## config.mk

```make
export PLATFORM = sky130hd
export DESIGN_NAME = posit_quire_accumulator
export DESIGN_NICKNAME = d
export VERILOG_FILES = /design/src/rtl/posit_quire_accumulator.sv
export SDC_FILE = /design/constraint.sdc
export NUM_CORES = 1
export LEC_CHECK = 0
export ABC_AREA = 1
export CORE_ASPECT_RATIO = 1.5
export CORE_UTILIZATION = 35
export CTS_CLUSTER_DIAMETER = 100
export DETAILED_ROUTE_END_ITERATION = 10
export RECOVER_POWER = 100
export REMOVE_ABC_BUFFERS = 1
export SETUP_SLACK_MARGIN = 0.05
export SLEW_MARGIN = 20
export SYNTH_ARGS = -nofsm -noshare
export SYNTH_HDL_FRONTEND = slang
export SYNTH_SLANG_ARGS = --single-unit
```

## constraint.sdc

```tcl
create_clock -name clk -period 4.8 [get_ports clk]
set_clock_uncertainty 0.05 [all_clocks]
set_input_delay 1.2 -clock clk [delete_from_list [all_inputs] [get_ports clk]]
set_output_delay 1.2 -clock clk [all_outputs]
set_load 0.02 [all_outputs]
```

## src/rtl/posit_quire_accumulator.sv

```systemverilog
// posit_quire_accumulator
// Streaming exact (quire) accumulator for decoded posit data. Each datum is
// aligned onto a wide fixed-point grid in stage 1 and summed in stage 2; one
// result is emitted per sow/eow framed window. The rts/rtr handshake matches
// the posit adder so this block chains directly onto its result port.

module posit_quire_accumulator #(
    parameter int POSIT_WIDTH = 8,
    parameter int POSIT_ES    = 1,
    parameter int SCALE_W     = 6,
    parameter int FRAC_W      = 4,
    parameter int MIN_SCALE   = -12,
    parameter int MAX_SCALE   = 12,
    parameter int QUIRE_W     = 48,
    parameter int CNT_W       = 16
) (
    input  logic                      clk,
    input  logic                      rst,
    input  logic                      rts_i,
    output logic                      rtr_o,
    input  logic                      sow_i,
    input  logic                      eow_i,
    input  logic                      sign_i,
    input  logic signed [SCALE_W-1:0] scale_i,
    input  logic [FRAC_W-1:0]         fraction_i,
    input  logic                      guard_i,
    input  logic                      round_i,
    input  logic                      sticky_i,
    input  logic                      zero_i,
    input  logic                      nar_i,
    output logic                      rts_o,
    input  logic                      rtr_i,
    output logic [QUIRE_W-1:0]        quire_o,
    output logic                      nar_o,
    output logic                      ovf_o,
    output logic [CNT_W-1:0]          count_o,
    output logic                      err_o
);

    // Magnitude is hidden bit + fraction + guard + round.
    localparam int MAG_W = FRAC_W + 3;
    // Scale arithmetic is done two bits wider so clamping and the
    // distance from the origin can never wrap.
    localparam int EXT_W = SCALE_W + 2;
    localparam logic signed [EXT_W-1:0] MIN_S = EXT_W'(MIN_SCALE);
    localparam logic signed [EXT_W-1:0] MAX_S = EXT_W'(MAX_SCALE);
    // Alignment origin implied by the source posit format.
    localparam int FORMAT_ORIGIN = -(2 ** POSIT_ES) * (POSIT_WIDTH - 2);

    localparam logic [0:0] IDLE  = 1'b0;
    localparam logic [0:0] ACCUM = 1'b1;

    // Sticky lies entirely below the quire LSB, so it cannot change the sum.
    logic unused_ok;
    assign unused_ok = ^{sticky_i, (FORMAT_ORIGIN == MIN_SCALE)};

    // Handshake
    logic process_en;
    logic xfer;

    assign process_en = rtr_i | ~rts_o;
    assign xfer       = rts_i & rtr_o;

    // One-entry skid buffer
    logic                      skid_valid;
    logic                      skid_sow;
    logic                      skid_eow;
    logic                      skid_sign;
    logic signed [SCALE_W-1:0] skid_scale;
    logic [FRAC_W-1:0]         skid_frac;
    logic                      skid_guard;
    logic                      skid_round;
    logic                      skid_zero;
    logic                      skid_nar;

    // Datum selected for stage 1 (skid has priority over the live input)
    logic                      sel_valid;
    logic                      sel_sow;
    logic                      sel_eow;
    logic                      sel_sign;
    logic signed [SCALE_W-1:0] sel_scale;
    logic [FRAC_W-1:0]         sel_frac;
    logic                      sel_guard;
    logic                      sel_round;
    logic                      sel_zero;
    logic                      sel_nar;

    // Alignment
    logic [QUIRE_W-1:0]        mag_ext;
    logic signed [EXT_W-1:0]   eff_scale;
    logic signed [EXT_W-1:0]   shift_amt;
    logic [EXT_W-1:0]          right_amt;
    logic [QUIRE_W-1:0]        aligned;
    logic [QUIRE_W-1:0]        addend;

    // Stage 1 registers
    logic                      s1_valid;
    logic                      s1_sow;
    logic                      s1_eow;
    logic                      s1_nar;
    logic [QUIRE_W-1:0]        s1_addend;

    // Stage 2 window state
    logic [0:0]                state;
    logic [QUIRE_W-1:0]        acc;
    logic [CNT_W-1:0]          cnt;
    logic                      nar_acc;
    logic                      ovf_acc;
    logic                      err_acc;

    logic [QUIRE_W-1:0]        sum;
    logic                      add_ovf;
    logic                      start_window;
    logic [QUIRE_W-1:0]        nxt_acc;
    logic [CNT_W-1:0]          nxt_cnt;
    logic                      nxt_nar;
    logic                      nxt_ovf;
    logic                      nxt_err;

    // rtr_o is the registered form of process_en
    always_ff @(posedge clk) begin
        if (rst) begin
            rtr_o <= 1'b0;
        end else begin
            rtr_o <= process_en;
        end
    end

    // Catch a datum accepted in a cycle where the pipeline is stalled
    always_ff @(posedge clk) begin
        if (rst) begin
            skid_valid <= 1'b0;
            skid_sow   <= 1'b0;
            skid_eow   <= 1'b0;
            skid_sign  <= 1'b0;
            skid_scale <= '0;
            skid_frac  <= '0;
            skid_guard <= 1'b0;
            skid_round <= 1'b0;
            skid_zero  <= 1'b0;
            skid_nar   <= 1'b0;
        end else if (process_en) begin
            skid_valid <= 1'b0;
        end else if (xfer) begin
            skid_valid <= 1'b1;
            skid_sow   <= sow_i;
            skid_eow   <= eow_i;
            skid_sign  <= sign_i;
            skid_scale <= scale_i;
            skid_frac  <= fraction_i;
            skid_guard <= guard_i;
            skid_round <= round_i;
            skid_zero  <= zero_i;
            skid_nar   <= nar_i;
        end
    end

    // Pick the buffered datum first so ordering is preserved
    always_comb begin
        if (skid_valid) begin
            sel_valid = 1'b1;
            sel_sow   = skid_sow;
            sel_eow   = skid_eow;
            sel_sign  = skid_sign;
            sel_scale = skid_scale;
            sel_frac  = skid_frac;
            sel_guard = skid_guard;
            sel_round = skid_round;
            sel_zero  = skid_zero;
            sel_nar   = skid_nar;
        end else begin
            sel_valid = xfer;
            sel_sow   = sow_i;
            sel_eow   = eow_i;
            sel_sign  = sign_i;
            sel_scale = scale_i;
            sel_frac  = fraction_i;
            sel_guard = guard_i;
            sel_round = round_i;
            sel_zero  = zero_i;
            sel_nar   = nar_i;
        end
    end

    // Place the magnitude on the quire grid and apply the sign
    always_comb begin
        mag_ext              = '0;
        mag_ext[MAG_W-1:0]   = {1'b1, sel_frac, sel_guard, sel_round};
        eff_scale            = {{2{sel_scale[SCALE_W-1]}}, sel_scale};
        if (eff_scale > MAX_S) begin
            eff_scale = MAX_S;
        end
        shift_amt = eff_scale - MIN_S;
        right_amt = -shift_amt;
        if (shift_amt[EXT_W-1]) begin
            aligned = mag_ext >> right_amt;
        end else begin
            aligned = mag_ext << shift_amt;
        end
        if (sel_zero | sel_nar) begin
            addend = '0;
        end else if (sel_sign) begin
            addend = -aligned;
        end else begin
            addend = aligned;
        end
    end

    // Stage 1 holds the aligned addend and its framing
    always_ff @(posedge clk) begin
        if (rst) begin
            s1_valid  <= 1'b0;
            s1_sow    <= 1'b0;
            s1_eow    <= 1'b0;
            s1_nar    <= 1'b0;
            s1_addend <= '0;
        end else if (process_en) begin
            s1_valid  <= sel_valid;
            s1_sow    <= sel_sow;
            s1_eow    <= sel_eow;
            s1_nar    <= sel_nar;
            s1_addend <= addend;
        end
    end

    // Next window values: a new window restarts on IDLE or a stray sow
    always_comb begin
        sum          = acc + s1_addend;
        add_ovf      = (acc[QUIRE_W-1] == s1_addend[QUIRE_W-1]) &&
                       (sum[QUIRE_W-1] != acc[QUIRE_W-1]);
        start_window = (state == IDLE) || s1_sow;
        if (start_window) begin
            nxt_acc = s1_addend;
            nxt_cnt = CNT_W'(1);
            nxt_nar = s1_nar;
            nxt_ovf = 1'b0;
            nxt_err = !((state == IDLE) && s1_sow);
        end else begin
            nxt_acc = sum;
            nxt_cnt = (cnt == {CNT_W{1'b1}}) ? cnt : cnt + CNT_W'(1);
            nxt_nar = nar_acc | s1_nar;
            nxt_ovf = ovf_acc | add_ovf;
            nxt_err = err_acc;
        end
    end

    // Window FSM and running accumulator
    always_ff @(posedge clk) begin
        if (rst) begin
            state   <= IDLE;
            acc     <= '0;
            cnt     <= '0;
            nar_acc <= 1'b0;
            ovf_acc <= 1'b0;
            err_acc <= 1'b0;
        end else if (process_en && s1_valid) begin
            acc     <= nxt_acc;
            cnt     <= nxt_cnt;
            nar_acc <= nxt_nar;
            ovf_acc <= nxt_ovf;
            err_acc <= nxt_err;
            state   <= s1_eow ? IDLE : ACCUM;
        end
    end

    // Publish the window result on eow and hold it until taken
    always_ff @(posedge clk) begin
        if (rst) begin
            rts_o   <= 1'b0;
            quire_o <= '0;
            nar_o   <= 1'b0;
            ovf_o   <= 1'b0;
            count_o <= '0;
            err_o   <= 1'b0;
        end else if (process_en) begin
            rts_o <= s1_valid & s1_eow;
            if (s1_valid && s1_eow) begin
                quire_o <= nxt_acc;
                nar_o   <= nxt_nar;
                ovf_o   <= nxt_ovf;
                count_o <= nxt_cnt;
                err_o   <= nxt_err;
            end
        end
    end

endmodule

```

# [After elaboration in Yosys (flattened, before gate mapping)]
# Index checks and enable logic that the tools add are counted.
[op_classes] n_addsub=5 n_lt_le_gt_ge=1 n_eq_ne=3 n_shift=2 mux=21 bitwise=9 n_reduce_logical=9
[ops] op="2-to-1 mux 48 bit" count=4
[ops] op="adder 48 bit" count=1
[ops] op="negator 48 bit" count=1
[ops] op="<< shifter 7 x 8 -> 48 bit" count=1
[ops] op="right shift 7 x 8 -> 48 bit" count=1
[ops] op="2-to-1 mux 16 bit" count=2
[ops] op="adder 16 x 1 -> 16 bit (second input constant)" count=1
[ops] op="equality test 16 bit (second input constant)" count=1
[ops] op="2-to-1 mux 1 bit" count=12
[ops] op="2-to-1 mux 8 bit" count=1
[ops] op="negator 8 bit" count=1
[ops] op="subtractor 8 x 5 -> 8 bit (second input constant)" count=1
[ops] op="greater-than comparator 6 x 5 -> 1 bit (second input constant)" count=1
[ops] op="2-to-1 mux 6 bit" count=1
[ops] op="logical AND 1 bit" count=4
[ops] op="2-to-1 mux 4 bit" count=1
[ops] op="OR 1 bit" count=4
[ops] op="AND reduction 2 bit" count=2
[ops] op="NOT 1 bit" count=3
[ops] op="AND 1 bit" count=2
[ops] op="OR reduction 2 bit" count=1
[ops] op="equality test 1 bit" count=1
[ops] op="logical NOT 1 bit" count=1
[ops] op="logical OR 1 bit" count=1
[ops] op="!= test 1 bit" count=1
[word_totals] reg_bits=207 output_inout_bits=69 elab_cells=78

# [Longest topological paths before layout]
# Gate-level depths: netlist (run 1).
[depth] depth_word=10 ltp_mapped=33 ltp_nobuf=30

# [Worst setup path after synthesis (run 1)]
# Ideal clock, no wire load.
[synth_timing] path_type="in2reg" startpoint="in scale_i[5]" endpoint="reg s1_addend[10]" setup_ns=0.113 arrival_ns=4.444 t_required_ns=4.637 slack_ns=0.193 stages=25 path_cell_list="nand2_1 -> nand2_1 -> nor2_1 -> nand3_2 -> nand2_4 -> nand2_4 -> buf_2 -> ha_1 -> clkbuf_1 -> inv_1 -> clkbuf_1 -> nand4_1 -> a21oi_4 -> nand3_1 -> a21oi_1 -> a21oi_2 -> ha_1 -> nand2_1 -> nor2_4 -> nand2_2 -> nand2_1 -> o21ai_0 -> nand3_1 -> nand3_1 -> nand2_1"
[synth_via] elab_chain_len=10 word_cells_on_any_way=11 classes_between="add/sub: 3; order compare: 1; shift: 2; mux: 5"
[synth_lines] element="start, declared" line="24" source="input logic signed [SCALE_W-1:0] scale_i,"
[synth_lines] element="2-to-1 mux 6 bit *" line="160" source="if (skid_valid) begin"
[synth_lines] element="greater-than comparator 6 x 5 -> 1 bit" line="190" source="if (eff_scale > MAX_S) begin"
[synth_lines] element="2-to-1 mux 8 bit *" line="190"
[synth_lines] element="subtractor 8 x 5 -> 8 bit *" line="193" source="shift_amt = eff_scale - MIN_S;"
[synth_lines] element="negator 8 bit" line="194" source="right_amt = -shift_amt;"
[synth_lines] element="right shift 7 x 8 -> 48 bit" line="196" source="aligned = mag_ext >> right_amt;"
[synth_lines] element="2-to-1 mux 48 bit *" line="195" source="if (shift_amt[EXT_W-1]) begin"
[synth_lines] element="negator 48 bit" line="203" source="addend = -aligned;"
[synth_lines] element="2-to-1 mux 48 bit *" line="202" source="end else if (sel_sign) begin"
[synth_lines] element="2-to-1 mux 48 bit *" line="200" source="if (sel_zero | sel_nar) begin"
[synth_lines] element="end signal, assigned" line="222" source="s1_addend <= addend;"
[synth_lines] element="end, declared" line="101" source="logic [QUIRE_W-1:0] s1_addend;"
# Every way passes the cells marked *; elsewhere a longest branch is shown, timed or not.
# A chain may end at the register's enable or synchronous reset.

==> results of run 1 <==
==> final timing paths <==
check	startpoint	endpoint	slack (ps)	cells past startpoint
setup / recovery	rst	ovf_acc	310	6
hold / removal	quire_o[30]	quire_o[30]	400	2
setup reg to reg	s1_addend[0]	acc[38]	590	21
hold reg to reg	quire_o[30]	quire_o[30]	400	2
==> cell usage in the layout (no fill, tap or decap), types with 9 or more instances in the layout <==
| cell type | instances |
|---|---|
| xor2_1 | 22 |
| inv_2 | 13 |
| dfxtp_1 | 207 |
| dlygate4sd3_1 | 71 |
| buf_4 | 138 |
| inv_1 | 209 |
| nor3_1 | 24 |
| a31oi_1 | 21 |
| a21boi_0 | 9 |
| a21oi_1 | 111 |
| nand2_1 | 547 |
| o21ai_1 | 23 |
| clkdlybuf4s50_1 | 18 |
| o211ai_1 | 28 |
| ha_1 | 52 |
| nor2_1 | 200 |
| o21a_1 | 10 |
| nand2_2 | 17 |
| clkbuf_16 | 23 |
| xnor2_1 | 20 |
| nand4_1 | 37 |
| nor2_4 | 9 |
| nor2_2 | 13 |
| o21ai_0 | 194 |
| a22o_1 | 9 |
| nand3_1 | 122 |
==> cell families (layout without fill, tap and decap cells) <==
group                    Yosys count  count (layout)  synth area share (%)
AND/OR/NAND/NOR                  997             997                  32.2
multiplexers                       3               3                 0.227
adder cells (fa/ha/maj)           54              54                  5.17
flip-flops                       207             207                  31.4
AO/OA/AOI/OAI                    440             441                  19.0
buffers and inverters            308             504                  9.10
XOR/XNOR                          43              43                  2.91
==> cell type report <==
| cell class | count | share of cell area, % |
|---|---|---|
| multi-input combinational | 1538 | 48.7 |
| sequential | 207 | 25.4 |
| clock buffer | 31 | 3.89 |
| inverter | 226 | 5.22 |
| timing repair buffer | 236 | 12.3 |
| clock inverter | 11 | 0.858 |
| tap | 484 | 3.71 |
==> worst reg2reg max path, cell delays in order (launching register included) <==
cell,delay [ps]
dfxtp_1,340
ha_1,170
inv_1,50
fa_1,390
nor2_1,160
nand2_1,70
nand3_1,140
nand2_1,70
nand2_1,120
a21boi_0,170
o21ai_0,370
a21boi_0,260
o21ai_0,380
a21oi_1,250
o21ai_0,490
nand2_1,150
nand2_1,90
nand2_1,50
nand3_1,110
nand3_1,80
nand2_1,110
inv_1,40
==> power by group through the flow <==
stage	Combinational, mW	Sequential, mW	Clock [mW]
after floorplan	0.633	1.84	0
after global placement	1.02	1.85	0
after detailed placement	1.03	1.85	0
after CTS	1.04	1.82	1.90
after global routing	1.17	1.82	1.95
final	1.04	1.82	1.85
==> routing by layer <==
layer / wire (µm) / part of all wire [%] / vias to the layer above / GRT usage (%)
met5: 0 / 0 / - / 0
met4: 2180 / 5.3 / 0 / 11.3
met3: 1300 / 3.2 / 98 / 2.23
met2: 21400 / 52 / 216 / 41.8
met1: 16300 / 40 / 6073 / 22.8
li1: - / - / 7101 / -
==> metrics by stage <==
stage                     hold slack (ps)  instance area, µm²  instances  total power [mW]
final                                 398               16300       2733              4.71
after global routing                  420               16300       2733              4.94
after CTS                             407               16300       2730              4.75
after detailed placement              394               15500       2688              2.89
after global placement                391               15500       2688              2.87
after floorplan                       396               12900       1970              2.48
==> repair_timing <==
item | 4_1_cts | 5_1_grt
resized for setup | 0 | 15
setup endpoints to repair | 0 | 28
setup buffers | 0 | 2
==> sequential cells by signal (all words and copies together) (netlist names), 4 cells and up <==
name and flops:
count_o 16, cnt 16, quire_o 48, s1_addend 48, skid_scale 6, skid_frac 4, acc 48
==> impl_metrics.tcl, run 1 <==
set metrics [dict create \
    status "finished, violations left" \
    violations "capacitance limit, slew limit" \
    comb_power_share_pct 22.1 \
    post_synth_inst_count 2052 \
    synthTopCellsByArea "dfxtp_1 (31%), nand2_1 (16%), o21ai_0 (7.3%)" \
    cts_sinks 207 \
    pre_cts_ws_ps -300 \
    grt_pass1_wl_mm 66.8 \
    critical_path_class "in -> reg" \
    grt_antenna_before_repair 0 \
    grt_pass1_vias 13300 \
    clockPowerShare_pct 39.3 \
    cp_max_fo 49 \
    wl_mm 41.2 \
    post-route-util_pct 44.2 \
    worst-path-buf-inv 4 \
    ys_warn_count 0 \
    grt_overflow 0 \
    syn_avg_cell_area_um2 6.44 \
    rsz0062_at_grt "no" \
    cts_max_level 1 \
    ios 91 \
    worst_pin_slew_ps 1680 \
    yosysUniqueCellTypes 56 \
    multi_input_area_um2 7950 \
    worstPathRequired_ps 5120 \
    fmaxAchievable_ghz 0.223 \
    clk_pin_slew_worst_paths_ps 60 \
    hold_viol_final 0 \
    drv_slew 88 \
    hp-class "reg -> reg" \
    p_switching_mw 1.48 \
    period_share_pct 93.6 \
    ant_nets 0 \
    routed_via_density 4.94 \
    cp_top_family "buffers and inverters" \
    register_area_um2 4140 \
    synth_top_area_share_pct 31.4 \
    synth_edf_count 0 \
    rows 86 \
    synth_commonest_cells "nand2_1 (551), inv_1 (210), nor2_1 (208)" \
    slew_headroom_pct -11.8 \
    tns_ps 0 \
    cpMaxStageDelayCell "dlygate4sd3_1" \
    async_reset_ff_share_pct 0 \
    final_nets 2308 \
    cts-hold-fix-buffers 0 \
    cts_buffers 23 \
    die_y_um 240 \
    gp_congestion 0.904 \
    port_buffers 89 \
    yosysTopAreaCell "dfxtp_1" \
    start_kind "primary input" \
    ctsRootBufferMaster "clkbuf_16" \
    end_kind "register" \
    synth_flop_cell "dfxtp_1" \
    initial_core_util_pct 35.8 \
    crit_chain "dlygate4sd3_1 -> clkbuf_1 -> inv_1 -> clkbuf_2 -> o21ai_0 -> a21oi_1" \
    setup_ws_ps 309 \
    drtIter0Drc 493 \
    area_growth_pct 23.6 \
    ys_ff_latch 207 \
    grt_max_degree 88 \
    fillers 3912 \
    cellLeakagePower_nw 7.90 \
    drive_above_1_share_pct 11.9 \
    setup_violations 0 \
    grt.total_usage_pct 21.6 \
    syn-cell-area_um2 13200 \
    drc 0 \
    first_pass_iters 5 \
    place_hpwl_mm 31.9 \
    cts_buffer_depth 3 \
    p_int_mw 3.23 \
    ys_seq_area_share_pct 31.4 \
    ir_worst_vdd_uv 259 \
    max_stage_delay_ps 860 \
    min_period_ps 4490 \
    crit_arrival_ps 4810 \
    p_seq_share_pct 38.6 \
    dr_total_vias 13500 \
    core_um2 36900 \
    die_x_um 161 \
    wl_per_cell_um 15.1 \
    drv_cap 1 \
    dieArea_um2 38500 \
    swShare_pct 31.3 \
    antenna_cells 0 \
    yosysMostFrequentCell "nand2_1" \
    clock_latency_ps 560 \
    cts_tree "built" \
    powerDensity_nw_per_um2 288 \
]
(Power assumes the default switching activity.)
==> run 2, diff against run 1 <==
--- a/config.mk
+++ b/config.mk
@@ -7,7 +7,7 @@
 export LEC_CHECK = 0
 export ABC_AREA = 1
 export CORE_ASPECT_RATIO = 1.5
-export CORE_UTILIZATION = 35
+export CORE_UTILIZATION = 30
 export CTS_CLUSTER_DIAMETER = 100
 export DETAILED_ROUTE_END_ITERATION = 10
 export RECOVER_POWER = 100
==> run 2 against run 1 <==
- the run still ends with capacitance limit, slew limit left
- worst hold slack improved by 4.2 ps
- sequential power about the same
- power decreased by 0.17%
- maximum frequency increased by 0.17%
- largest cell class unchanged
==> impl_metrics.tcl, run 2 (synthesized netlist as in run 1, its figures left out) <==
set metrics [dict create \
    grt_overflow 0 \
    r2r_slack_ps 460 \
    pre_cts_ws_ps -363 \
    drc 0 \
    clock_latency_ps 540 \
    fin_total_pwr_mw 4.70 \
    initial_core_util_pct 30.6 \
    worstPathRequired_ps 5160 \
    die_x_um 173 \
    period_share_pct 93.4 \
    hold_viol_final 0 \
    ctsRootBufferMaster "clkbuf_16" \
    drive_above_1_share_pct 12.3 \
    grt.total_usage_pct 18.2 \
    ios 91 \
    cts_sinks 207 \
    post_cts_buffers 0 \
    dieArea_um2 44900 \
    setup_ws_ps 316 \
    drtIter0Drc 651 \
    clk_pin_slew_worst_paths_ps 60 \
    start_kind "primary input" \
    cellLeakagePower_nw 7.89 \
    crit_arrival_ps 4850 \
    grt_pass1_wl_mm 66.8 \
    setup_violations 0 \
    largestRegisters "acc (48), quire_o (48), s1_addend (48)" \
    die_y_um 259 \
    mostFrequentLayoutCells "nand2_1 (546), inv_1 (207), dfxtp_1 (207)" \
    wl_per_cell_um 14.6 \
    fmaxAchievable_ghz 0.223 \
    wl_mm 41.2 \
    cts_buffer_depth 3 \
    post-route-util_pct 38.2 \
    grt_max_degree 75 \
    ir_worst_vdd_uv 239 \
    antenna_cells 0 \
    cts_tree "built" \
    dr_total_vias 13600 \
    cts_max_level 1 \
    rows 93 \
    layout_commonest_cell "nand2_1" \
    ant_nets 0 \
    end_kind "register" \
    drv_cap 1 \
    area_growth_pct 25.0 \
    grt_antenna_before_repair 0 \
    grt_pass1_vias 13100 \
    place_hpwl_mm 32.0 \
    port_buffers 89 \
    hp-class "reg -> reg" \
    violations "capacitance limit, slew limit" \
    cp_max_fo 12 \
    first_pass_iters 7 \
    critical_path_class "in -> reg" \
    status "finished, violations left" \
    cts_buffers 22 \
    drv_slew 75 \
    worst_pin_slew_ps 1600 \
    gp_congestion 0.920 \
    routed_via_density 4.83 \
    slew_headroom_pct -7.00 \
    core_um2 43200 \
    final_nets 2306 \
    min_period_ps 4480 \
    powerDensity_nw_per_um2 285 \
]
## run 2: cell count changes in the layout (fill, tap and decap cells not counted), moves of 3 or more
cell    previous run  this run
nor2_4             9        12
nor2_2            13        17
nor2_1           200       193
buf_4            138       132
## run 2: where the power goes
group          internal, mW  leakage [nW]  switching (mW)
clock network          1.10         0.375           0.728
logic                 0.411          5.83           0.650
registers              1.77          1.68          0.0421
total                  3.28          7.89            1.42
## run 2: worst max-delay path: stages
cell and delay (ps):
clkdlybuf4s50_1 480, nand2_1 70, nand2_2 80, inv_1 80, a21oi_4 170, nand2_4 70
inv_1 90, nor2_2 50, ha_1 180, inv_1 100, ha_4 150, xor2_2 180
or2_4 180, buf_4 140, nor2_1 40, buf_4 150, buf_4 180, nand2_1 110
inv_1 80, nor2_2 100, nand3_1 110, buf_4 150, nor2_1 160, nand4_1 260
nand2_1 130, nand2_1 50, nand3_1 60, nand2_1 50
## run 2: cell type report
type                            count  area, µm²
Clock buffer                       29        597
Clock inverter                     10        169
Fill cell                        4611      26700
Inverter                          226        852
Multi-Input combinational cell   1539       8040
Sequential cell                   207       4140
Tap cell                          570        713
Timing Repair Buffer              234       1990
## run 2: stage by stage
step	instances	cell area, µm²	hold WS (ps)	TNS [ps]
floorplan	1970	12900	396	-257810
global placement	2774	15600	391	-6900
detailed placement	2774	15600	397	-9890
CTS	2813	16400	408	0
global route	2815	16500	420	-2.48
finish	2815	16500	402	0
## run 2: path summary, 6_finish.rpt
kind / from / end / depth (start not counted)
min: quire_o[34] / quire_o[34] / 2
max: scale_i[4] / s1_addend[31] / 28
max reg2reg: s1_addend[0] / acc[38] / 21
min reg2reg: quire_o[34] / quire_o[34] / 2
## run 2: repair_timing
| item | CTS | global route |
|---|---|---|
| setup endpoints to repair | 0 | 37 |
| resized for setup | 0 | 36 |
| hold buffers | 0 | 0 |
## run 2: per-layer routing
layer | global-route usage, % | vias to the layer above | wire length, µm
met4 | 7.84 | 0 | 1690
li1 | - | 7130 | -
met3 | 1.77 | 75 | 1330
met1 | 19.7 | 6140 | 16400
met2 | 35.4 | 238 | 21800
met5 | 0 | - | 0
==> run 3, diff against run 2 <==
--- a/config.mk
+++ b/config.mk
@@ -6,9 +6,11 @@
 export NUM_CORES = 1
 export LEC_CHECK = 0
 export ABC_AREA = 1
+export ABC_CLOCK_PERIOD_IN_PS = 4800
 export CORE_ASPECT_RATIO = 1.5
 export CORE_UTILIZATION = 30
 export CTS_CLUSTER_DIAMETER = 100
+export CTS_CLUSTER_SIZE = 16
 export DETAILED_ROUTE_END_ITERATION = 10
 export RECOVER_POWER = 100
 export REMOVE_ABC_BUFFERS = 1
==> run 3 against run 2 <==
- the run still ends with capacitance limit, slew limit left
- combinational power is essentially flat
- clock power down 31%
- via count down 0.26%
- maximum frequency is 0.99% lower
- worst setup slack lost 45 ps
- die area unchanged
- critical path depth is the same
- worst hold slack improved by 1.2 ps
- cell area is 1.9% lower
==> impl_metrics.tcl, run 3 (synthesized netlist as in run 1, its figures left out) <==
set metrics [dict create \
    die_y_um 259 \
    pre_cts_ws_ps -363 \
    cts_max_level 1 \
    fin_total_pwr_mw 4.13 \
    min_period_ps 4530 \
    hold_depth 2 \
    end_kind "register" \
    ant_nets 0 \
    status "finished, violations left" \
    powerDensity_nw_per_um2 255 \
    drv_cap 1 \
    hold_slack_ps 403 \
    grt.total_usage_pct 18.1 \
    wl_per_cell_um 14.7 \
    rsz0062_at_grt "no" \
    hp-class "reg -> reg" \
    core_um2 43200 \
    drv_slew 75 \
    ctsRootBufferMaster "clkbuf_16" \
    rows 93 \
    worstPathRequired_ps 5140 \
    cp_max_fo 12 \
    clock_latency_ps 500 \
    cellLeakagePower_nw 7.75 \
    dp_cells 2774 \
    worst_pin_slew_ps 1610 \
    min_from "quire_o[34]" \
    mostFrequentLayoutCells "nand2_1 (545), inv_1 (207), dfxtp_1 (207)" \
    drive_above_1_share_pct 11.9 \
    antenna_cells 0 \
    cts_sinks 207 \
    worst-path-buf-inv 9 \
    ios 91 \
    cp_common_cell "nand2_1" \
    grt_pass1_wl_mm 66.6 \
    largestRegisters "acc (48), quire_o (48), s1_addend (48)" \
    routed_via_density 4.84 \
    fmaxAchievable_ghz 0.221 \
    setup_ws_ps 272 \
    multi_input_area_um2 8030 \
    period_share_pct 94.3 \
    r2r_slack_ps 460 \
    cts_buffer_depth 3 \
    grt_overflow 0 \
    cts_tree "built" \
    register_area_um2 4140 \
    fin_cells 2797 \
    critical_path_class "in -> reg" \
    port_buffers 89 \
    gp_congestion 0.920 \
    grt_max_degree 75 \
    r2r-end "acc[38]" \
    grt_pass1_vias 13000 \
    initial_core_util_pct 30.6 \
    dieArea_um2 44900 \
    cp_top_family "simple AND/OR/NAND/NOR gates" \
    holdPathEnd "quire_o[34]" \
    critical_path_depth 28 \
    wl_mm 41.1 \
    final_nets 2303 \
    setup_violations 0 \
    r2r_start "s1_addend[0]" \
    fillers 4638 \
    r2r_cells 21 \
    hold_viol_final 0 \
    drc 0 \
    cpMaxStageDelayCell "clkdlybuf4s50_1" \
    crit_arrival_ps 4870 \
    grt_antenna_before_repair 0 \
    die_x_um 173 \
    layout_commonest_cell "nand2_1" \
    slew_headroom_pct -7.16 \
    max_stage_delay_ps 480 \
    drtIter0Drc 699 \
    first_pass_iters 7 \
    place_hpwl_mm 32.0 \
    cts_buffers 16 \
    start_kind "primary input" \
    tns_ps 0 \
    clk_pin_slew_worst_paths_ps 70 \
    area_growth_pct 22.6 \
    violations "capacitance limit, slew limit" \
    dr_total_vias 13500 \
    ir_worst_vdd_uv 231 \
]
run 3: changes by cell type in the layout (fill, tap and decap cells not counted), sizes merged:
cell	previous run	this run
clkdlybuf4s50	18	17
clkbuf	38	27
inv	223	222
bufinv	4	0
dlymetal6s2s	0	1
buf	136	139
clkinv	9	4
run 3: what timing repair did:
| item | CTS | global route |
|---|---|---|
| setup endpoints to repair | 0 | 40 |
| resized for setup | 0 | 40 |
| endpoints found under the hold margin | 0 | 0 |
| buffers inserted | 0 | 3 |
| hold buffers | 0 | 0 |
run 3: worst max-delay path by stage:
stage          startpoint             to  slack (ps)
6_report       scale_i[4]  s1_addend[31]         270
5_1_grt        scale_i[4]   s1_addend[7]           5
4_1_cts        scale_i[0]  s1_addend[44]         160
3_5_place_dp   scale_i[0]  s1_addend[44]        -360
3_3_place_gp   scale_i[0]  s1_addend[36]        -260
2_1_floorplan       rtr_i    quire_o[11]       -3240
run 3: metal layers:
metal	track usage [%]	up-vias	share of wire (%)
li1	-	7098	-
met1	19.9	6166	40
met2	35.1	212	53
met3	1.67	72	2.9
met4	7.77	0	4.0
met5	0	-	0
run 3: cell type report:
cell class | instances | share of cell area, %
multi-input combinational | 1539 | 49.6
sequential | 207 | 25.6
timing repair buffer | 237 | 12.5
inverter | 226 | 5.26
tap | 570 | 4.41
clock buffer | 18 | 2.65
run 3: power breakdown:
part,switching (mW),internal [mW],total [mW]
Clock,0.624,0.631,1.25
Sequential,0.0419,1.77,1.81
Combinational,0.651,0.414,1.06
run 3: worst min-delay path, cell delays in order (launching register included):
cell     delay [ps]
dfxtp_1         310
nand2_1          60
nand2_1          40
run 3: per-stage QoR:
| step | instance area (µm²) | utilization [%] |
|---|---|---|
| after floorplan | 12900 | - |
| after global placement | 15600 | 36.2 |
| after detailed placement | 15600 | 36.2 |
| after CTS | 16000 | 37.2 |
| after global routing | 16200 | 37.5 |
| final | 16200 | 37.5 |
